File: src/rtl/fwd_source_pkg.sv
// fwd_source_pkg: shared types for the decode-side bypass producer.
//   NREG / XLEN    : architectural register count and word width
//   creg_addr_t    : register address
//   word_t         : data word
//   stage_fwd_t    : per-stage forwarding record {valid, dst, wen, ismem, val}
package fwd_source_pkg;

  localparam int unsigned NREG = 32;
  localparam int unsigned XLEN = 64;

  typedef logic [4:0]      creg_addr_t;
  typedef logic [XLEN-1:0] word_t;

  typedef struct packed {
    logic       valid;
    creg_addr_t dst;
    logic       wen;
    logic       ismem;
    word_t      val;
  } stage_fwd_t;

endpackage

File: src/rtl/fwd_source_regfile.sv
// fwd_source_regfile: NREG x XLEN architectural register file.
//   clk, reset : clock, asynchronous active-low reset (clears every entry)
//   ra1, ra2   : read addresses; rd1, rd2 combinational read data
//   we, wa, wd : write enable / address / data, sampled on the rising edge
// x0 reads as zero and ignores writes. No write-to-read bypass.
module fwd_source_regfile
  import fwd_source_pkg::*;
(
  input  logic       clk,
  input  logic       reset,
  input  creg_addr_t ra1,
  input  creg_addr_t ra2,
  output word_t      rd1,
  output word_t      rd2,
  input  logic       we,
  input  creg_addr_t wa,
  input  word_t      wd
);

  word_t regs [NREG];

  always_ff @(posedge clk or negedge reset) begin
    if (!reset) begin
      for (int unsigned i = 0; i < NREG; i++) regs[i] <= '0;
    end else if (we && (wa != '0)) begin
      regs[wa] <= wd;
    end
  end

  always_comb begin
    rd1 = (ra1 == '0) ? '0 : regs[ra1];
    rd2 = (ra2 == '0) ? '0 : regs[ra2];
  end

endmodule

File: src/rtl/fwd_source.sv
// fwd_source: producer side of the decode-stage operand bypass.
// Carries destination info through E/M/W, retires W into the register file,
// and drives per-stage dst/rd/bubble, writeM/W and ismemE for the bypass mux.
//   clk, reset              : clock, asynchronous active-low reset
//   id_valid/dst/wen/ismem  : instruction issued by decode
//   hazard, flush           : load-use bubble request, branch redirect
//   ex_result               : value computed by E this cycle
//   mem_rdata, mem_rvalid   : load data for the M-stage load and its valid
//   ra1, ra2 / scr1, scr2   : register-file read addresses / data
//   dstE/M/W, rdE/M/W       : stage destinations and forwardable values
//   bubbleE/M/W             : stage holds no valid instruction
//   writeM, writeW          : stage will write a nonzero register
//   ismemE                  : E-stage instruction is a load
//   mem_stall               : pipeline frozen waiting for load data
//   instret                 : retired-instruction counter
module fwd_source
  import fwd_source_pkg::*;
(
  input  logic        clk,
  input  logic        reset,
  input  logic        id_valid,
  input  creg_addr_t  id_dst,
  input  logic        id_wen,
  input  logic        id_ismem,
  input  logic        hazard,
  input  logic        flush,
  input  word_t       ex_result,
  input  word_t       mem_rdata,
  input  logic        mem_rvalid,
  input  creg_addr_t  ra1,
  input  creg_addr_t  ra2,
  output word_t       scr1,
  output word_t       scr2,
  output creg_addr_t  dstE,
  output creg_addr_t  dstM,
  output creg_addr_t  dstW,
  output word_t       rdE,
  output word_t       rdM,
  output word_t       rdW,
  output logic        bubbleE,
  output logic        bubbleM,
  output logic        bubbleW,
  output logic        writeM,
  output logic        writeW,
  output logic        ismemE,
  output logic        mem_stall,
  output logic [63:0] instret
);

  stage_fwd_t e, m, w;
  logic       pend_flush;
  logic       advance;

  assign mem_stall = m.valid & m.ismem & ~mem_rvalid;
  assign advance   = ~mem_stall;

  always_ff @(posedge clk or negedge reset) begin
    if (!reset) begin
      e          <= '0;
      m          <= '0;
      w          <= '0;
      pend_flush <= 1'b0;
      instret    <= '0;
    end else if (advance) begin
      w <= m;
      if (m.ismem) w.val <= mem_rdata;
      m     <= e;
      m.val <= ex_result;
      // A flush that arrived while frozen is honoured on this first advance.
      e.valid    <= id_valid & ~hazard & ~(flush | pend_flush);
      e.dst      <= id_dst;
      e.wen      <= id_wen;
      e.ismem    <= id_ismem;
      e.val      <= '0;
      pend_flush <= 1'b0;
      if (w.valid) instret <= instret + 64'd1;
    end else if (flush) begin
      pend_flush <= 1'b1;
    end
  end

  assign dstE    = e.dst;
  assign dstM    = m.dst;
  assign dstW    = w.dst;
  assign rdE     = ex_result;
  assign rdM     = m.val;
  assign rdW     = w.val;
  assign bubbleE = ~e.valid;
  assign bubbleM = ~m.valid;
  assign bubbleW = ~w.valid;
  assign writeM  = m.valid & m.wen & (m.dst != '0);
  assign writeW  = w.valid & w.wen & (w.dst != '0);
  assign ismemE  = e.valid & e.ismem;

  // E never holds a result and W's load flag has no consumer.
  logic unused;
  assign unused = ^{e.val, w.ismem};

  fwd_source_regfile u_regfile (
    .clk   (clk),
    .reset (reset),
    .ra1   (ra1),
    .ra2   (ra2),
    .rd1   (scr1),
    .rd2   (scr2),
    .we    (writeW),
    .wa    (w.dst),
    .wd    (w.val)
  );

endmodule

File: config.mk
export PLATFORM = sky130hd
export DESIGN_NAME = fwd_source
export DESIGN_NICKNAME = d
export VERILOG_FILES = /design/src/rtl/fwd_source_pkg.sv /design/src/rtl/fwd_source_regfile.sv /design/src/rtl/fwd_source.sv
export SDC_FILE = /design/constraint.sdc
export NUM_CORES = 2
export LEC_CHECK = 0
export BUFFER_PORTS_ARGS = -buffer_cell sky130_fd_sc_hd__buf_2
export CAP_MARGIN = 20
export CORE_AREA = 8 8 447 449
export CTS_BUF_LIST = sky130_fd_sc_hd__clkbuf_4 sky130_fd_sc_hd__clkbuf_8 sky130_fd_sc_hd__clkbuf_16
export DETAILED_ROUTE_END_ITERATION = 8
export DIE_AREA = 0 0 455 457
export GPL_TIMING_DRIVEN = 1
export PLACE_DENSITY_LB_ADDON = 0.1
export SYNTH_ARGS = -nofsm -noshare
export SYNTH_HDL_FRONTEND = slang
export SYNTH_SLANG_ARGS = --single-unit
File: constraint.sdc
create_clock -name clk -period 2.85 [get_ports clk]
set_input_delay 0.4275 -clock clk [delete_from_list [all_inputs] [get_ports clk]]
set_output_delay 0.4275 -clock clk [all_outputs]
set_load 0.02 [all_outputs]
# After elaboration in Yosys (flattened, before gate mapping)
# Index checks and enable logic that the tools add are counted.
[classes] add_sub_neg=1 n_reduce_logical=7 eq_ne=1 mux=14 n_lt_le_gt_ge=4 n_bitwise=20
[ops] cell="bitwise mux 2048 bit" n=1
[ops] cell="binary-select mux 64 bit (select 5 bit)" n=2
[ops] cell="2-to-1 mux 64 bit" n=8
[ops] cell="demux 64 bit (select 5 bit)" n=1
[ops] cell="adder 64 x 1 -> 64 bit, second input constant" n=1
[ops] cell="greater-or-equal comparator 6 bit, second input constant" n=3
[ops] cell="NOT 5 -> 6 bit" n=3
[ops] cell="logical NOT 5 bit" n=2
[ops] cell="nonzero test 5 bit" n=2
[ops] cell="AND 1 bit" n=9
[ops] cell="NOT 1 bit" n=7
[ops] cell="less-than comparator 6 x 1 -> 1 bit, second input constant" n=1
[ops] cell="logical AND 1 bit" n=2
[ops] cell="2-to-1 mux 1 bit" n=2
[ops] cell="inequality test 2 bit, second input constant" n=1
[ops] cell="AND reduction 2 bit" n=1
[ops] cell="OR 1 bit" n=1
[word_totals] inputBits=151 reg_bits=2264

# Logic depth before layout (Yosys ltp)
[logic_depth] depth_word=6 mapped_depth=10

# Modules after synthesis
# Synthesis repeated with hierarchy kept, for this count alone.
[unflattened] cells_unflattened=8139 hier_area_um2=118788.9
[by_module_without_submodules] mod="fwd_source_regfile" instances=1 cells_per_inst=6992 area_each_um2=107931.0
[by_module_without_submodules] mod="fwd_source" instances=1 cells_per_inst=1147 area_each_um2=10857.9

# Least setup slack after synthesis
# No wires, ideal clock.
[synth_timing] path_kind="input-to-output" start="in ra1[2]" end="out scr1[29]" arrival_time_ns=2.660 slack_ns=-0.238 cell_stages=6 required_ns=2.423 path_cell_list="buf_2 > buf_2 > buf_1 > clkbuf_1 > a211oi_1 > a2111oi_0"
[synth_via] elab_chain_cells=5 word_cells_on_any_way=6 cone_classes="mux: 4; bitwise: 1; reduce/logical: 1"
[synth_lines] item="start: declaration" line="fwd_source.sv:30" source="input creg_addr_t ra1,"
[synth_lines] item="NOT 5 -> 6 bit (implied by the code)" line="fwd_source_regfile.sv:31" source="rd1 = (ra1 == '0) ? '0 : regs[ra1];"
[synth_lines] item="binary-select mux 64 bit (select 5 bit)" line="fwd_source_regfile.sv:31"
[synth_lines] item="2-to-1 mux 64 bit (implied by the code) (2 in a row)" line="fwd_source_regfile.sv:31"
[synth_lines] item="2-to-1 mux 64 bit *" line="fwd_source_regfile.sv:31"
[synth_lines] item="end: declaration" line="fwd_source.sv:32" source="output word_t scr1,"
# Mark *: on every way between the ends. The rest lies on a longest branch, timed or not. The select of a mux whose other input is x is not followed.

# Worst setup path after layout
[layout_timing] start="reg u_regfile.regs[1087] in the netlist's numbering" end="out scr2[63]"
[layout_via] elab_chain_cells=4
[layout_lines] item="start: declaration" line="fwd_source_regfile.sv:20" source="word_t regs [NREG];"
[layout_lines] item="start signal: indexed assignment" line="fwd_source_regfile.sv:26" source="regs[wa] <= wd;"
[layout_lines] item="binary-select mux 64 bit (select 5 bit)" line="fwd_source_regfile.sv:32" source="rd2 = (ra2 == '0) ? '0 : regs[ra2];"
[layout_lines] item="2-to-1 mux 64 bit (implied by the code) (2 in a row)" line="fwd_source_regfile.sv:32"
[layout_lines] item="2-to-1 mux 64 bit" line="fwd_source_regfile.sv:32"
[layout_lines] item="end: declaration" line="fwd_source.sv:33" source="output word_t scr2,"
# No other way between the ends. The select of a mux whose other input is x is not followed.

==> flow_summary.toml <==
[run_status]
status = "complete, but fails checks"
violations = "setup timing"

[die]
die_x_microns = 455
die_area_sq_um = 208000
core_sq_um = 193000
std_cell_rows = 162
ioPinCount = 557
start_util_pct = 61.5
die_y_microns = 457

[clocking]
cts_tree = "done"
cts_buffer_depth = 3
numClockSinks = 2264
clk_pin_slew_ns = 0.07
cts_root_buf = "clkbuf_16"
clk_latency_ns = 0.91
htree_num_levels = 4
cts_made_buffers = 237

[timing]
fin_ws_ns = -0.374
fmax_mhz = 310
period_minus_slack_ns = 3.22
worst_pin_slew_ns = 1.17
setup-violations-final = 126
slew_headroom_pct = 22.1
fin_crit_sh_pct = 113
hold_viol = 0
finClkSkew_ns = 0.0376
holdWs_ns = 0.0449
finalMaxSlewViolations = 0
rsz0062_at_grt = "true"

[synth]
synth-simple-area-share_pct = 2.57
synth_edf_count = 0
synth_top_area_share_pct = 47.7
synth_top_cell_by_area = "dfrtp_1"
synth_compound_area_share_pct = 2.17
yosysWarnings = 0
yosys-top-cells-area = "dfrtp_1 (48%), mux4_2 (21%), mux2_2 (20%)"
syn_area_sq_um = 119000
syn_area_per_cell_sq_um = 15.1
yosys.cell_types.count = 59
ys_seq_area_share_pct = 47.7
yosysMostFrequentCell = "dfrtp_1"
ys.flop_type = "dfrtp_1"
syn_inst = 7871
syn_nets = 8023
synth.ff_latch_count = 2264
synth_top_family_by_area = "multiplexers"
synth_mux_area_share_pct = 42.5
async_flop_share_pct = 100
ys_top_cells_by_count = "dfrtp_1 (2,264), mux2_2 (2,081), mux4_2 (1,091)"
synth_fa_ha_area_share_pct = 0.0105
synth_xor_area_share_pct = 0.465

[cells_and_area]
register_area_sq_um = 56700
final_core_util_pct = 72.8
multiInputGateArea_sq_um = 58000
fillers = 11947
layoutNonFillerInstCount = 11325
drive_gt1_share_pct = 59.1
final_area_sq_um = 141000
area.growth.synth_to_final_pct = 18.5
nNetsFinal = 8719

[power]
power.switching_w = 0.0219
p_seq_share_pct = 44.1
irDropWorstVdd_uv = 588
combPwrFrac_pct = 14.8
power_density_nw_per_um2 = 592
intPower_w = 0.0613
p_clk_share_pct = 41.1
switching_share_pct = 26.3
leakage_nw = 66.5

[grt]
grt_pass1_wl_microns = 559000
grt-ovfl-total = 0
grt_use_total_pct = 36.2
antenna_found_initial = 5
grt_max_degree = 141
grt_pass1_vias = 82660

[worst_setup_path]
crit_start = "u_regfile.regs[1087]$_DFFE_PN0P_"
critPathLaunchType = "flop"
required_ns = 2.42
crit_path_end = "scr2[63]"
reg2reg_to = "u_regfile.regs[218]$_DFFE_PN0P_"
critPathKind = "flop to primary output"
cp_data_arrival_time_ns = 2.80
r2r_start = "w[65]$_DFFE_PN0N_"
path_max_fanout = 3
worstRegToRegCells = 5
worst_setup_path_end_kind = "primary output"
rrSetupSlack_ns = 0.06

[detailed_routing]
via_per_inst = 6.94
dr.pass1.iters = 6
wl_per_cell_microns = 33.5
drc = 0
route.antenna.remaining_nets = 0
drt-initial-drc-count = 8259
routed_wl_microns = 379000
num_vias = 78610

[placement]
postPlaceCellArea_sq_um = 128000
dp_cells = 10611
pre_cts_ws_ns = -0.454
dp_hpwl_microns = 238000
place.gp.congestion = 0.888
portBuffers = 556

[job]
drv_cap = 0

[min_path]
hold_path.class = "input port to asynchronous set/reset pin"
-- metal layers --
metal	track usage, %	vias to the layer above	share of wire, %
met2	57.0	4112	48
met5	0	-	0
li1	-	31137	-
met4	17.9	0	5.8
met1	48.1	42264	38
met3	7.92	1097	9.0
-- per-stage QoR --
| step | total power (W) | setup TNS (ns) |
|---|---|---|
| after floorplan | 0.0443 | 0 |
| after global placement | 0.0482 | -20.67 |
| after detailed placement | 0.0486 | -21.15 |
| after CTS | 0.0833 | -34.21 |
| after global routing | 0.0858 | -35.46 |
| final | 0.0832 | -27.68 |
-- critical path, cell delays in order (launching register included) --
cell,delay [ns]
dfrtp_1,0.42
mux4_2,0.47
mux4_2,0.47
a22oi_2,0.22
nand2_4,0.14
buf_6,0.16
-- registers in the layout (all words and copies together) (netlist names), 3 cells and up --
signal	flops
m	3
dstE	5
rdW	64
instret	64
rdM	64
dstW	5
dstM	5
u_regfile.regs	2048
e	3
-- layout make-up --
type	count	share of cell area [%]
inverter	18	0.0498
clock buffer	316	4.86
clock inverter	136	1.36
sequential	2264	40.3
antenna	3	0.00534
timing repair buffer	1500	9.92
multi-input combinational	4546	41.3
tap	2542	2.26
-- cells by family (layout without fill, tap and decap cells) --
logic type / Yosys count / after routing
other: 0 / 3
buffers and inverters: 1061 / 1970
AO/OA/AOI/OAI: 381 / 381
adder cells (fa/ha/maj): 1 / 1
XOR/XNOR: 63 / 63
multiplexers: 3417 / 3417
flip-flops: 2264 / 2264
AND/OR/NAND/NOR: 684 / 684
-- power by group through the flow --
stage,clock network [W],registers (W),logic (W)
after floorplan,0,0.0364,0.00789
after global placement,0,0.0370,0.0111
after detailed placement,0,0.0372,0.0114
after CTS,0.0345,0.0366,0.0122
after global routing,0.0358,0.0370,0.0130
final,0.0342,0.0367,0.0123
-- placed cells by master, fill, tap and decap left out, types with 11 or more instances in the layout --
| cell type | netlist | final |
|---|---|---|
| dfrtp_1 | 2264 | 2263 |
| mux2_2 | 2081 | 2069 |
| mux4_2 | 1091 | 1091 |
| buf_4 | 246 | 577 |
| buf_2 | 244 | 426 |
| nand2_1 | 395 | 362 |
| clkbuf_16 | 0 | 240 |
| mux2i_1 | 219 | 217 |
| buf_12 | 0 | 217 |
| dlygate4sd3_1 | 0 | 140 |
| buf_6 | 23 | 124 |
| nor2_1 | 110 | 97 |
| a21oi_1 | 93 | 87 |
| o22ai_1 | 75 | 60 |
| clkinv_2 | 0 | 55 |
| clkbuf_8 | 0 | 50 |
| xnor2_1 | 46 | 46 |
| bufinv_16 | 0 | 38 |
| a22oi_2 | 0 | 30 |
| clkbuf_4 | 0 | 30 |
| a21o_1 | 42 | 29 |
| a22oi_1 | 58 | 28 |
| nand3_1 | 27 | 27 |
| mux2_1 | 26 | 26 |
| nand4_1 | 25 | 25 |
| nand2_2 | 0 | 20 |
| clkinvlp_4 | 0 | 20 |
| nor2b_1 | 25 | 17 |
| xor2_1 | 17 | 17 |
| nor3_1 | 18 | 16 |
| nor2_4 | 4 | 16 |
| a21o_4 | 0 | 13 |
| inv_1 | 17 | 13 |
| nand2_4 | 0 | 13 |
| and2_1 | 12 | 12 |
| mux2_4 | 0 | 12 |
| and4_1 | 11 | 11 |
-- how the worst min path moves through the flow --
stage	start	endpoint	slack [ns]
floorplan	reset	dstE[0]$_DFFE_PN0N_	0.13
CTS	reset	rdM[7]$_DFFE_PN0N_	0.0006
detailed placement	reset	rdM[7]$_DFFE_PN0N_	0.35
finish	reset	rdM[7]$_DFFE_PN0N_	0.04
global placement	reset	rdW[7]$_DFFE_PN0N_	0.35
global route	reset	rdM[7]$_DFFE_PN0N_	0.02
-- what timing repair did --
| action | CTS | global route |
|---|---|---|
| cloned | 1 | 2 |
| hold buffers | 140 | 0 |
| buffers inserted | 98 | 32 |
| hold endpoints to repair | 828 | 0 |
| setup endpoints to repair | 128 | 128 |
| pin swaps | 140 | 37 |
| resized for setup | 401 | 62 |
Power figures use the tool's default switching activity.
